--- config.mk ---
export PLATFORM = sky130hd
export DESIGN_NAME = mem_port_arbiter
export DESIGN_NICKNAME = d
export VERILOG_FILES = /design/src/rtl/mem_port_arbiter.sv
export SDC_FILE = /design/constraint.sdc
export NUM_CORES = 1
export LEC_CHECK = 0
export BUFFER_PORTS_ARGS = -buffer_cell sky130_fd_sc_hd__buf_2
export CORE_AREA = 2 2 156 158
export CTS_CLUSTER_DIAMETER = 80
export DETAILED_ROUTE_END_ITERATION = 16
export DIE_AREA = 0 0 158 160
export GPL_TIMING_DRIVEN = 0
export HOLD_SLACK_MARGIN = 0.06
export PLACE_DENSITY = 0.59
export SLEW_MARGIN = 20
export SYNTH_ARGS = -nofsm -noshare
export SYNTH_HDL_FRONTEND = slang
export SYNTH_SLANG_ARGS = --single-unit
--- constraint.sdc ---
create_clock -name clk -period 1.57 [get_ports clk]
set_input_delay 0.2355 -clock clk [delete_from_list [all_inputs] [get_ports clk]]
set_output_delay 0.2355 -clock clk [all_outputs]
set_load 0.01 [all_outputs]
--- src/rtl/mem_port_arbiter.sv ---
// Two-client arbiter for the single main-memory port: four request slots
// (c0 write, c0 read, c1 write, c1 read) served round-robin, one transaction at a time.
module mem_port_arbiter #(
    parameter int ADDR_W = 32,
    parameter int DATA_W = 32
) (
    input  logic              clk,
    input  logic              reset,

    input  logic [ADDR_W-1:0] c0_mem_in_addr,
    input  logic [DATA_W-1:0] c0_mem_in_data,
    input  logic              c0_mem_in_valid,
    output logic              c0_mem_in_ready,
    input  logic [ADDR_W-1:0] c0_mem_out_addr,
    input  logic              c0_mem_out_valid,
    output logic [DATA_W-1:0] c0_mem_out_data,
    output logic              c0_mem_out_ready,

    input  logic [ADDR_W-1:0] c1_mem_in_addr,
    input  logic [DATA_W-1:0] c1_mem_in_data,
    input  logic              c1_mem_in_valid,
    output logic              c1_mem_in_ready,
    input  logic [ADDR_W-1:0] c1_mem_out_addr,
    input  logic              c1_mem_out_valid,
    output logic [DATA_W-1:0] c1_mem_out_data,
    output logic              c1_mem_out_ready,

    output logic [ADDR_W-1:0] main_mem_in_addr,
    output logic [DATA_W-1:0] main_mem_in_data,
    output logic              main_mem_in_valid,
    input  logic              main_mem_in_ready,
    output logic [ADDR_W-1:0] main_mem_out_addr,
    output logic              main_mem_out_valid,
    input  logic [DATA_W-1:0] main_mem_out_data,
    input  logic              main_mem_out_ready,

    output logic              busy
);
    typedef enum logic [1:0] {
        IDLE,
        ISSUE,
        RESP
    } state_t;

    state_t            state_reg, state_next;
    logic [1:0]        ptr_reg;
    logic [1:0]        slot_reg;
    logic              busy_reg;
    logic [ADDR_W-1:0] in_addr_reg, out_addr_reg;
    logic [DATA_W-1:0] in_data_reg;
    logic              in_valid_reg, out_valid_reg;

    logic [3:0]        req;
    logic [ADDR_W-1:0] req_addr [4];
    logic [DATA_W-1:0] req_data [2];
    logic              grant_valid;
    logic [1:0]        grant_slot;
    logic [1:0]        scan_idx;
    logic              mem_done;
    logic              done_pulse;

    // Slot index bit 0 selects read (1) / write (0); bit 1 selects the client.
    assign req         = {c1_mem_out_valid, c1_mem_in_valid, c0_mem_out_valid, c0_mem_in_valid};
    assign req_addr[0] = c0_mem_in_addr;
    assign req_addr[1] = c0_mem_out_addr;
    assign req_addr[2] = c1_mem_in_addr;
    assign req_addr[3] = c1_mem_out_addr;
    assign req_data[0] = c0_mem_in_data;
    assign req_data[1] = c1_mem_in_data;

    // Scan from the farthest offset down so the slot nearest ptr wins.
    always_comb begin
        grant_valid = 1'b0;
        grant_slot  = ptr_reg;
        scan_idx    = ptr_reg;
        for (int i = 3; i >= 0; i--) begin
            scan_idx = ptr_reg + 2'(i);
            if (req[scan_idx]) begin
                grant_valid = 1'b1;
                grant_slot  = scan_idx;
            end
        end
    end

    // Only the ready of the channel actually in use can complete a transaction.
    assign mem_done   = slot_reg[0] ? main_mem_out_ready : main_mem_in_ready;
    assign done_pulse = (state_reg == ISSUE) && mem_done;

    always_comb begin
        state_next = state_reg;
        case (state_reg)
            IDLE:    if (grant_valid) state_next = ISSUE;
            ISSUE:   if (mem_done)    state_next = RESP;
            RESP:    state_next = IDLE;
            default: state_next = IDLE;
        endcase
    end

    always_ff @(posedge clk) begin
        if (reset) begin
            state_reg     <= IDLE;
            ptr_reg       <= 2'd0;
            slot_reg      <= 2'd0;
            busy_reg      <= 1'b0;
            in_addr_reg   <= '0;
            in_data_reg   <= '0;
            in_valid_reg  <= 1'b0;
            out_addr_reg  <= '0;
            out_valid_reg <= 1'b0;
        end else begin
            state_reg <= state_next;
            busy_reg  <= (state_next != IDLE);
            if (state_reg == IDLE && grant_valid) begin
                slot_reg <= grant_slot;
                ptr_reg  <= grant_slot + 2'd1;
                if (grant_slot[0]) begin
                    out_addr_reg  <= req_addr[grant_slot];
                    out_valid_reg <= 1'b1;
                end else begin
                    in_addr_reg  <= req_addr[grant_slot];
                    in_data_reg  <= req_data[grant_slot[1]];
                    in_valid_reg <= 1'b1;
                end
            end
            if (done_pulse) begin
                in_valid_reg  <= 1'b0;
                out_valid_reg <= 1'b0;
            end
        end
    end

    // Per-client response registers; ready is a one-cycle pulse because it is
    // only set on the completing edge and cleared on every other edge.
    for (genvar gi = 0; gi < 2; gi++) begin : gen_client
        logic              wr_ready_reg;
        logic              rd_ready_reg;
        logic [DATA_W-1:0] rd_data_reg;

        always_ff @(posedge clk) begin
            if (reset) begin
                wr_ready_reg <= 1'b0;
                rd_ready_reg <= 1'b0;
                rd_data_reg  <= '0;
            end else begin
                wr_ready_reg <= done_pulse && (slot_reg == 2'(2 * gi));
                rd_ready_reg <= done_pulse && (slot_reg == 2'(2 * gi + 1));
                if (done_pulse && (slot_reg == 2'(2 * gi + 1)))
                    rd_data_reg <= main_mem_out_data;
            end
        end
    end

    assign c0_mem_in_ready    = gen_client[0].wr_ready_reg;
    assign c0_mem_out_ready   = gen_client[0].rd_ready_reg;
    assign c0_mem_out_data    = gen_client[0].rd_data_reg;
    assign c1_mem_in_ready    = gen_client[1].wr_ready_reg;
    assign c1_mem_out_ready   = gen_client[1].rd_ready_reg;
    assign c1_mem_out_data    = gen_client[1].rd_data_reg;

    assign main_mem_in_addr   = in_addr_reg;
    assign main_mem_in_data   = in_data_reg;
    assign main_mem_in_valid  = in_valid_reg;
    assign main_mem_out_addr  = out_addr_reg;
    assign main_mem_out_valid = out_valid_reg;
    assign busy               = busy_reg;

endmodule

==> results of run 1 <==
[tightest hold or removal path: stages]
cell and delay, ns:
buf_2 0.10, nand2_1 0.05, a311oi_1 0.07
[cells by family (layout without fill, tap and decap cells)]
kind of cell           Yosys count  count (layout)  share of synthesized area
multiplexers                    33              33                    0.04897
buffers and inverters           68             614                    0.04417
XOR/XNOR                         1               1                   0.001294
AO/OA/AOI/OAI                  180             180                     0.1776
AND/OR/NAND/NOR                381             381                     0.2164
flip-flops                     173             173                     0.5116
other                            0               2                          0
[how the worst max path moves through the flow]
stage / to / slack [ns] / cells past startpoint
5_1_grt: main_mem_in_addr[12]$_SDFFE_PP0P_ / -0.31 / 7
6_report: main_mem_in_addr[12]$_SDFFE_PP0P_ / -0.24 / 7
3_5_place_dp: c1_mem_out_data[29]$_SDFFE_PP0P_ / -0.66 / 5
4_1_cts: main_mem_in_addr[6]$_SDFFE_PP0P_ / -0.17 / 7
3_3_place_gp: c1_mem_out_data[29]$_SDFFE_PP0P_ / -0.63 / 5
2_1_floorplan: main_mem_in_data[26]$_SDFFE_PP0P_ / 0.007 / 7
[through the flow]
step	util	hold slack (ns)	setup WS, ns
final	0.5011	0.07528	-0.2386
after global routing	0.5011	0.06425	-0.3062
after CTS	0.4653	0.06012	-0.1729
after detailed placement	0.3870	0.4380	-0.6570
after floorplan	-	0.3715	0.006733
after global placement	0.3870	0.4328	-0.6341
[final cells by class]
class | instances | area, µm² | share of cell area
plain buffers | 60 | 578.1 | 0.04843
clock inverters | 13 | 205.2 | 0.01719
clock buffers | 18 | 429.2 | 0.03595
repair buffers | 519 | 3283 | 0.2751
inverters | 4 | 15.01 | 0.001258
diodes | 2 | 5.005 | 0.0004193
multi-input cells | 595 | 3541 | 0.2966
well taps | 324 | 405.4 | 0.03396
flip-flops and latches | 173 | 3475 | 0.2911
[synthesized netlist by cell type (all sizes together)]
| library cell | count | area, µm² |
|---|---|---|
| a211o | 2 | 17.52 |
| a211oi | 2 | 15.01 |
| a21boi | 1 | 7.510 |
| a21oi | 69 | 345.3 |
| a311oi | 64 | 560.5 |
| a31oi | 1 | 12.51 |
| a41oi | 1 | 8.760 |
| buf | 29 | 152.6 |
| clkbuf | 35 | 131.4 |
| dfxtp | 173 | 3463 |
| inv | 4 | 15.01 |
| mux2 | 1 | 11.26 |
| mux2i | 32 | 320.3 |
| nand2 | 292 | 1096 |
| nand2b | 1 | 6.260 |
| nand3 | 3 | 15.01 |
| nand4 | 3 | 18.77 |
| nor2 | 72 | 270.3 |
| nor2b | 5 | 31.28 |
| nor3 | 3 | 15.01 |
| o21a | 2 | 15.01 |
| o21ai | 35 | 178.9 |
| o21bai | 1 | 11.26 |
| o31a | 1 | 8.760 |
| o31ai | 1 | 21.27 |
| or3 | 2 | 12.51 |
| xnor2 | 1 | 8.760 |
[metal layers]
layer,vias to the layer above,track usage
li1,3921,-
met1,3747,0.2473
met2,314,0.3543
met3,49,0.04532
met4,2,0.07903
met5,-,0
[power by group through the flow]
stage	sequential, mW	clock, mW	combinational, mW
6_report	5.19	4.71	4.66
5_1_grt	5.24	4.99	5.01
4_1_cts	5.17	4.83	3.81
3_5_place_dp	5.26	0	3.20
3_3_place_gp	5.25	0	3.19
2_1_floorplan	5.46	0	1.61
[repair_timing]
action / in CTS / in global routing
buffers inserted: 13 / 20
setup endpoints to repair: 162 / 160
pin swaps: 22 / 46
hold buffers: 77 / 1
gates cloned: 3 / 7
endpoints found under the hold margin: 92 / 1
resized for setup: 101 / 148
==> results.md, run 1 <==
* Area delta synth->final at 76.31%
* Post-Place Cell Area at about 9200 µm²
* GP Congestion at approximately 0.91
* Clock group share of total power at 0.323
* Finished layout cell area at 11940 µm²
* Cts bufs inserted at 17
* Max cap viols at 0
* Fin cells at about 1700
* Final slew viol count at 0
* Design Power at roughly 15 mW
* Top sig layer: met5
* Die Area at 25280 µm²
* Worst path top cell family by delay: compound AO/OA/AOI/OAI gates
* First-pass GRT wire length at between 40000 and 50000 µm
* Via density at around 4.7
* Final min period at ~1.8 ns
* Critical Path RT at around 1.9 ns
* Slowest stage delay, CP at approximately 0.35 ns
* Die H at roughly 160 µm
* Hold Vio Cnt, Final at 0
* Clock Sinks at 173
* Mapped Cells at approximately 840
* Cell area after synthesis at a little under 7000 µm²
* R2r startpoint: ptr_reg[1]$_SDFFE_PP0P_
* Clock Path Buffers at 2
* CP startpoint: ptr_reg[1]$_SDFFE_PP0P_
* H-tree levels at 4
* Worst-skew pair later-pin latency at approximately 0.43 ns
* Cell Chain, Critical Path: or3_4 > o21ai_4 > o31a_1 > buf_6 > clkbuf_16 > nand2_4 > a311oi_1
* Fmax at about 550 MHz
* Gate power share at 0.320
* DRC viols at 0
* Core box area at approximately 24000 µm²
* Net Switching at roughly 4.7 mW
* Setup crit start kind: register
* Commonest non-fill, non-tap cell in the layout: buf_2
* Met2 wire length at 14190 µm
* Internal power at 9.862 mW
* WL met3 at roughly 1600 µm
* Core Rows at 57
* Final setup fails at 98
* Total Routed Length at 28350 µm
* 1st-pass router iterations at 8
* Nature of the critical path endpoint: register
* Vias at 8033
* Total negative slack at -13.58 ns
* Switching share of power at 0.3225
* Sequential area share after synthesis at 0.5116
* Worst VDD drop at around 630 µV
* Relative slew slack at 0.5719
* Largest net degree at the start of global routing at 17
* Initial antenna violation count at 3
* Pleak at roughly 5.5 nW
* Filler Cell Count at about 2300
* Worst-Margin Slew at 0.6422 ns
* Synthesis-stage register bit count at between 150 and 200
* Dpl cells at around 1600
* Power Dens Cells at 1219 nW/µm²
* Worst clock skew at 0.009687 ns
* Unrepaired setup endpoints after global routing: yes
* Most frequent cells in the layout: 400 x buf_2, 256 x nand2_1, 168 x dfxtp_1, 78 x dlygate4sd3_1, 70 x nor2_1
* Synthesized area per cell at around 8.1 µm²
* Cell variety after synth at 30
* IO buf count at ~400
* I/O Pins at around 400
* TritonCTS clock tree: done
* Cells on worst reg2reg path at 7
* Die width at about 160 µm
* Setup WS post-layout at -0.2386 ns
* Average wire per standard cell at about 17 µm
* ANT nets after route at 0
* Hold wc startpoint: c1_mem_in_addr[18]
* Vias in the first global route at a little under 8000
* Initial Utilization at 0.2842
* R2R setup slack at -0.24 ns
* Buf+Inv Stages, Crit Path at 2
* Sequential share of power at 0.356
* Worst-path clk slew at roughly 0.080 ns
* Met1 WL at 11840 µm
* Slowest CP cell: dfxtp_4
* Post-synth net total at ~1100
* Worst Hold End: main_mem_in_addr[18]$_SDFFE_PP0P_
* Critical R2R Capture: main_mem_in_addr[12]$_SDFFE_PP0P_
* Hold path depth at 3
* Crit share post-route at 1.152
* Nets at about 1600
* Outcome: complete, but fails checks
* Total grt overflow at 0
* Failing checks: negative setup slack
* Placed wire-length estimate at 19720 µm
* DR iter-0 viols at between 400 and 500
* Worst EP arrival at approximately 2.1 ns
* Hold WC Path Type: input port to register
* CTS root buf: clkbuf_16
* Layout cells sized above 1 at 0.4493
* Crit-path max FO at 7
* Yosys warns at 0
* Total GRT Usage at 0.2054
* CP Class: register to register
No activity file was read; power rests on OpenSTA's default activity.
==> run 2, diff against run 1 <==
--- a/config.mk
+++ b/config.mk
@@ -5,14 +5,15 @@
 export SDC_FILE = /design/constraint.sdc
 export NUM_CORES = 1
 export LEC_CHECK = 0
+export ABC_AREA = 1
 export BUFFER_PORTS_ARGS = -buffer_cell sky130_fd_sc_hd__buf_2
-export CORE_AREA = 2 2 156 158
+export CORE_AREA = 2 2 154 156
 export CTS_CLUSTER_DIAMETER = 80
 export DETAILED_ROUTE_END_ITERATION = 16
-export DIE_AREA = 0 0 158 160
+export DIE_AREA = 0 0 156 158
 export GPL_TIMING_DRIVEN = 0
 export HOLD_SLACK_MARGIN = 0.06
-export PLACE_DENSITY = 0.59
+export PLACE_DENSITY = 0.66
 export SLEW_MARGIN = 20
 export SYNTH_ARGS = -nofsm -noshare
 export SYNTH_HDL_FRONTEND = slang
==> run 2 against run 1 <==
Net effect:
- the run still ends with negative setup slack left
- sequential power rose by 9.4%
- non-clock buffer count fell by 61
- cell area rose by 1.7%
- largest cell class is now multi-input combinational cells
- die area fell by 2.5%
- clock skew rose by 0.0087 ns
- combinational power rose to 3.2 times the previous value
- via count rose by 17%
- setup slack got worse by 0.18 ns
- sequential share of layout area fell by 0.53 points
- synthesized cell count rose by 39%
- hold slack got worse by 0.0066 ns
==> results.md, run 2 <==
* Unrepaired setup endpoints after global routing: yes
* Critical Path RT at 1.91 ns (+0.02 ns)
* DR iter-0 viols at 537 (+13%)
* Total GRT Usage at 0.2442 (+0.03882)
* Worst VDD drop at 814.0 µV (+29%)
* Pleak at 6.236 nW (+14%)
* Core Rows at 56 (-1.8%)
* Total negative slack at -38.28 ns (-24.71 ns)
* Total Routed Length at 31390 µm (+11%)
* Worst-path clk slew at 0.08 ns (about the same)
* Nets at 1845 (+15%)
* Largest cells by area after synthesis: dfxtp_1 43%, nand3_1 20%, nand2_1 17%
* ANT nets after route at 0 (unchanged)
* 1st-pass router iterations at 5 (-3)
* Clock group share of total power at 0.174 (-0.149)
* I/O Pins at 399 (unchanged)
* Filler Cell Count at 2327 (-0.39%)
* Internal power at 13.47 mW (+37%)
* Die width at 156 µm (-1.3%)
* Max cap viols at 0 (unchanged)
* Hold Vio Cnt, Final at 0 (unchanged)
* Initial Utilization at 0.3467 (+0.06250)
* Most frequent cells in the layout: 406 x buf_2, 338 x nand2_1, 277 x nand3_1, 170 x dfxtp_1, 97 x a21oi_1
* Vias at 9416 (+17%)
* TritonCTS clock tree: done
* Crit-path max FO at 7 (unchanged)
* Relative slew slack at 0.5041 (-0.06776)
* Final slew viol count at 0 (unchanged)
* Post-synth top area cell: dfxtp_1
* Total grt overflow at 0 (unchanged)
* CP Class: register to register
* Commonest non-fill, non-tap cell in the layout: buf_2
* Failing checks: negative setup slack
* Worst-skew pair later-pin latency at 0.44 ns (about the same)
* IO buf count at 397 (-0.25%)
* Final min period at 1.992 ns (+0.1836 ns)
* Sequential share of power at 0.228 (-0.128)
* Setup crit start kind: register
* Mapped Cells at 1163 (+39%)
* Sequential area share after synthesis at 0.4333 (-0.07824)
* Core box area at 23050 µm² (-3.2%)
* Placed wire-length estimate at 23350 µm (+18%)
* Die H at 158 µm (-1.3%)
* Hold WC Path Type: input port to register
* Synth cell count leaders: 355 x nand2_1, 325 x nand3_1, 173 x dfxtp_1, 100 x a21oi_1, 75 x inv_1
* CP startpoint: ptr_reg[0]$_SDFFE_PP0P_
* Worst-Margin Slew at 0.7439 ns (+0.1016 ns)
* Area delta synth->final at 51.88%
* Average wire per standard cell at 16.35 µm (-1.5%)
* Predominant post-synthesis flop cell: dfxtp_1
* H-tree levels at 4 (unchanged)
* Initial antenna violation count at 3 (unchanged)
* Post-synth net total at 1395 (+31%)
* Via density at 4.907 (+4.3%)
* Synthesis-stage register bit count at 173 (unchanged)
* Final Util at 0.5266 (+0.02549)
* Post-synth EDFFs at 0 (unchanged)
* DRC viols at 0 (unchanged)
* Setup WS post-layout at -0.4223 ns (-0.1836 ns)
* Synthesized area per cell at 6.872 µm² (-15%)
* Worst EP arrival at 2.33 ns (+0.20 ns)
* Top-count cell post-synth: nand2_1
* Nature of the critical path endpoint: register
* GP Congestion at 0.8877 (-2.2%)
* Outcome: complete, but fails checks
* First-pass GRT wire length at 46610 µm (+15%)
* Largest net degree at the start of global routing at 21 (+4)
* Die Area at 24650 µm² (-2.5%)
* Fmax at 501.9 MHz (-9.2%)
* Worst clock skew at 0.01842 ns (+0.008735 ns)
* Clock Path Buffers at 2 (unchanged)
* Power Dens Cells at 2055 nW/µm² (+69%)
* Hold path depth at 3 (unchanged)
* Final setup fails at 107 (+9.2%)
* CTS root buf: clkbuf_16
* Synth top area share at 0.4333 (-0.07824)
* Cell area after synthesis at 7993 µm² (+18%)
* Net Switching at 11.48 mW (+140%)
* Layout cells sized above 1 at 0.3887 (-0.06066)
* Yosys warns at 0 (unchanged)
* Cell variety after synth at 25 (-17%)
* Switching share of power at 0.4601 (+0.1377)
* Cells on worst reg2reg path at 16 (+9)
* R2r startpoint: ptr_reg[0]$_SDFFE_PP0P_
* Crit share post-route at 1.269 (+0.1169)
* Hold wc startpoint: main_mem_out_data[15]
* Vias in the first global route at 8777 (+14%)
* Asr flop ratio synth at 0 (unchanged)
* Cts bufs inserted at 17 (unchanged)
* Clock Sinks at 173 (unchanged)
* Gate power share at 0.598 (+0.278)
## run 2: changes by cell type in the layout (fill, tap and decap cells not counted), sizes merged, moves of 5 or more
cell / delta
clkinv: +5
buf: +13
a21oi: +31
dlygate4sd3: -75
a311oi: -64
nor2: -59
mux2i: -32
nand2: +73
nand3: +324
nor2b: -5
o21ai: -27
inv: +82
## run 2: routing by layer
layer / global-route usage / wire length (µm) / up-vias
met3: 0.06844 / 2403 / 50
met1: 0.2873 / 12790 / 4292
li1: - / - / 4721
met5: 0 / 20 / -
met2: 0.4332 / 15560 / 349
met4: 0.07296 / 612 / 4
## run 2: final timing paths
kind                                        endpoint  slack (ns)
hold / removal      c0_mem_out_data[15]$_SDFFE_PP0P_        0.07
setup reg to reg  main_mem_out_addr[20]$_SDFFE_PP0P_       -0.42
hold reg to reg    main_mem_in_data[31]$_SDFFE_PP0P_        0.45
setup / recovery  main_mem_out_addr[20]$_SDFFE_PP0P_       -0.42
## run 2: area by class of cell
class                   instances  area [µm²]  share of cell area
flip-flops and latches        173        3470              0.2858
diodes                          3       7.507           0.0006184
inverters                      85       372.9             0.03072
multi-input cells             818        4113              0.3388
well taps                     290       362.8             0.02989
plain buffers                  87       802.0             0.06607
clock inverters                15       183.9             0.01515
clock buffers                  17       425.4             0.03504
repair buffers                431        2402              0.1979
## run 2: per-stage QoR
step / area (µm²) / std cells / power, mW / setup slack [ns] / hold slack, ns
2_1_floorplan: 8150 / 1163 / 14.09 / -0.1114 / 0.4031
5_1_grt: 12130 / 1916 / 26.76 / -0.5227 / 0.06849
4_1_cts: 11640 / 1907 / 23.77 / -0.4164 / 0.06028
3_5_place_dp: 10500 / 1850 / 17.81 / -0.6539 / 0.4357
6_report: 12140 / 1919 / 24.95 / -0.4223 / 0.06865
3_3_place_gp: 10500 / 1850 / 17.71 / -0.6840 / 0.4296
## run 2: power groups by stage
stage | Clock (mW) | Combinational (mW) | Sequential [mW]
floorplan | 0 | 8.04 | 6.05
global placement | 0 | 12.0 | 5.73
detailed placement | 0 | 12.1 | 5.74
CTS | 4.44 | 13.7 | 5.66
global route | 4.64 | 16.3 | 5.77
finish | 4.35 | 14.9 | 5.68
## run 2: timing repair
item,CTS,global route
buffers inserted,14,6
endpoints found under the hold margin,3,0
gates cloned,8,3
pin swaps,9,25
setup endpoints to repair,173,173
gates resized for setup,87,109
hold buffers,3,0
## run 2: cells by family after synthesis
family                 share of synthesized area
AOI/OAI and AO/OA                        0.06763
and+or+nand+nor                           0.3992
buffers and inverters                    0.09988
DFF                                       0.4333
## run 2: worst max-delay path: stages, from the launching register on
cell	delay, ns
dfxtp_4	0.43
buf_8	0.14
nand2_1	0.06
nand2_2	0.07
nand2_2	0.06
nand2_2	0.07
nand2_2	0.06
nand2_4	0.11
nand2_4	0.09
nand2_4	0.12
nand2_8	0.09
nand2_8	0.09
nor2_4	0.04
buf_12	0.17
buf_6	0.14
nand3_2	0.09
nand2_1	0.05
==> run 3, diff against run 2 <==
--- a/config.mk
+++ b/config.mk
@@ -7,13 +7,14 @@
 export LEC_CHECK = 0
 export ABC_AREA = 1
 export BUFFER_PORTS_ARGS = -buffer_cell sky130_fd_sc_hd__buf_2
-export CORE_AREA = 2 2 154 156
+export CORE_AREA = 2 2 157 159
+export CTS_BUF_LIST = sky130_fd_sc_hd__clkbuf_8
 export CTS_CLUSTER_DIAMETER = 80
 export DETAILED_ROUTE_END_ITERATION = 16
-export DIE_AREA = 0 0 156 158
+export DIE_AREA = 0 0 159 161
 export GPL_TIMING_DRIVEN = 0
 export HOLD_SLACK_MARGIN = 0.06
-export PLACE_DENSITY = 0.66
+export PLACE_DENSITY = 0.64
 export SLEW_MARGIN = 20
 export SYNTH_ARGS = -nofsm -noshare
 export SYNTH_HDL_FRONTEND = slang
==> run 3 against run 2 <==
Net effect:
- the flow still finishes with violations (negative setup slack)
- core utilization increased by 2.4 points
- clock power decreased by 24%
- die area is 3.9% higher
- sequential cell count unchanged
- first-iteration DRC count rose by 27%
- wire length rose by 10%
- power up 1.1%
- combinational power increased by 9%
==> results.md, run 3 (synthesis gave the netlist of run 2 again) <==
* Outcome: complete, but fails checks
* Failing checks: negative setup slack
* Clock Sinks at 173 (unchanged)
* Power Dens Cells at 1911 nW/µm² (-7.0%)
* Most frequent cells in the layout: 405 x buf_2, 336 x nand2_1, 257 x nand3_1, 169 x dfxtp_1
* Final slew viol count at 0 (unchanged)
* Worst-Margin Slew at 0.6848 ns (-0.05909 ns)
* Die Area at 25600 µm² (+3.9%)
* Hold WC Path Type: input port to register
* R2r startpoint: ptr_reg[0]$_SDFFE_PP0P_
* Nets at 1944 (+5.4%)
* Largest net degree at the start of global routing at 21 (unchanged)
* Placed wire-length estimate at 23780 µm (+1.8%)
* Area delta synth->final at 65.17%
* Initial antenna violation count at 6 (+3)
* Worst-skew pair later-pin latency at 0.48 ns (+0.04 ns)
* Layout cells sized above 1 at 0.3855 (-0.003177)
* CP Class: register to register
* GP Congestion at 0.9076 (+2.2%)
* Filler Cell Count at 2254 (-3.1%)
* Hold path depth at 5 (+2)
* Cts bufs inserted at 17 (unchanged)
* Critical R2R Capture: main_mem_in_addr[19]$_SDFFE_PP0P_
* H-tree levels at 4 (unchanged)
* Unrepaired setup endpoints after global routing: yes
* Nature of the critical path endpoint: register
* Fmax at 496.2 MHz (-1.2%)
* Final min period at 2.015 ns (+0.02318 ns)
* Hold wc startpoint: c0_mem_in_data[27]
* Cells on worst reg2reg path at 15 (-1)
* Crit share post-route at 1.284 (+0.01477)
* Critical Path RT at 1.99 ns (+0.08 ns)
* Relative slew slack at 0.5435 (+0.03940)
* Pleak at 6.629 nW (+6.3%)
* 1st-pass router iterations at 6 (+1)
* Fin cells at 2054 (+7.0%)
* Core box area at 23960 µm² (+4.0%)
* Via density at 4.916 (+0.18%)
* Initial Utilization at 0.3335 (-0.01318)
* Commonest non-fill, non-tap cell in the layout: buf_2
* Total Routed Length at 34550 µm (+10%)
* Register area at 3473 µm² (+0.11%)
* First-pass GRT wire length at 51740 µm (+11%)
* Final setup fails at 103 (-3.7%)
* Worst VDD drop at 1089 µV (+34%)
* Max cap viols at 0 (unchanged)
* DR iter-0 viols at 683 (+27%)
* Die H at 161 µm (+1.9%)
* Worst-path clk slew at 0.11 ns (+0.03 ns)
* R2R setup slack at -0.45 ns (-0.02 ns)
* Worst EP arrival at 2.43 ns (+0.10 ns)
* Worst clock skew at 0.02086 ns (+0.002436 ns)
* Vias in the first global route at 9697 (+10%)
* IO buf count at 397 (unchanged)
* Setup WS post-layout at -0.4454 ns (-0.02318 ns)
* Average wire per standard cell at 16.82 µm (+2.9%)
* Worst Hold End: main_mem_in_data[27]$_SDFFE_PP0P_
* ANT nets after route at 0 (unchanged)
* Total GRT Usage at 0.2547 (+0.01050)
* Hold Vio Cnt, Final at 0 (unchanged)
* Setup crit start kind: register
* Vias at 10100 (+7.2%)
* Multi-input gate area at 4278 µm² (+4.0%)
* Total grt overflow at 0 (unchanged)
* Clock Path Buffers at 2 (unchanged)
* Die width at 159 µm (+1.9%)
* Core Rows at 57 (+1.8%)
* Crit-path max FO at 10 (+3)
* I/O Pins at 399 (unchanged)
* Dpl cells at 1884 (+1.8%)
* CTS root buf: clkbuf_8
* TritonCTS clock tree: done
* DRC viols at 0 (unchanged)
* Final Util at 0.5509 (+0.02431)
==> run 3: report_power, final <==
part | total [mW] | internal (mW) | switching [mW]
Combinational | 16.2 | 6.71 | 9.46
Clock | 3.32 | 1.25 | 2.07
Sequential | 5.73 | 5.25 | 0.484
Total | 25.2 | 13.2 | 12.0
==> run 3: worst max-delay path by stage <==
stage / startpoint / to / slack (ns) / depth (start not counted)
after global placement: ptr_reg[0]$_SDFFE_PP0P_ / main_mem_in_addr[27]$_SDFFE_PP0P_ / -0.63 / 13
after floorplan: ptr_reg[0]$_SDFFE_PP0P_ / main_mem_in_addr[0]$_SDFFE_PP0P_ / -0.11 / 13
after detailed placement: ptr_reg[0]$_SDFFE_PP0P_ / main_mem_out_addr[29]$_SDFFE_PP0P_ / -0.62 / 14
after global routing: ptr_reg[0]$_SDFFE_PP0P_ / main_mem_in_addr[23]$_SDFFE_PP0P_ / -0.57 / 16
after CTS: ptr_reg[0]$_SDFFE_PP0P_ / main_mem_in_addr[27]$_SDFFE_PP0P_ / -0.45 / 16
final: ptr_reg[0]$_SDFFE_PP0P_ / main_mem_in_addr[19]$_SDFFE_PP0P_ / -0.45 / 15
==> run 3: metal layers <==
metal  track usage  wire length, µm
met1        0.2922            13680
met2        0.4528            17040
met3       0.07191             2699
met4       0.09339             1117
met5             0               16
==> run 3: critical path, stage by stage (launching register included) <==
cell	delay, ns
dfxtp_4	0.40
buf_8	0.15
nand2_4	0.06
nand2_4	0.07
nor2_1	0.10
nor3b_2	0.23
nor2_1	0.08
nand2_2	0.09
clkinv_4	0.11
nand2_8	0.13
buf_12	0.12
nand2_4	0.05
inv_8	0.10
buf_8	0.15
nand2_1	0.06
nand2_1	0.06
==> run 3: cell type report <==
type | count | share of cell area
clock inverters | 15 | 0.01412
diodes | 5 | 0.0009478
inverters | 85 | 0.02768
repair buffers | 533 | 0.2639
clock buffers | 17 | 0.01772
flip-flops and latches | 173 | 0.2631
well taps | 324 | 0.03071
plain buffers | 84 | 0.05781
multi-input cells | 818 | 0.3240
==> run 3: what timing repair did <==
action,CTS,global route
gates resized for setup,117,117
endpoints found under the hold margin,96,0
endpoints found under the setup margin,165,172
pin swaps,42,26
setup buffers,28,2
cloned,9,3
hold buffers,95,0
==> run 3: stage by stage <==
step	area (µm²)	setup slack (ns)	TNS (ns)	hold WS [ns]	total power [mW]
2_1_floorplan	8150	-0.1114	-10.21	0.4031	14.09
3_3_place_gp	10540	-0.6298	-83.19	0.4331	17.75
3_5_place_dp	10540	-0.6188	-83.32	0.4346	17.89
4_1_cts	12640	-0.4530	-40.57	0.06616	23.67
5_1_grt	13200	-0.5687	-54.55	0.07355	26.87
6_report	13200	-0.4454	-41.50	0.08957	25.23
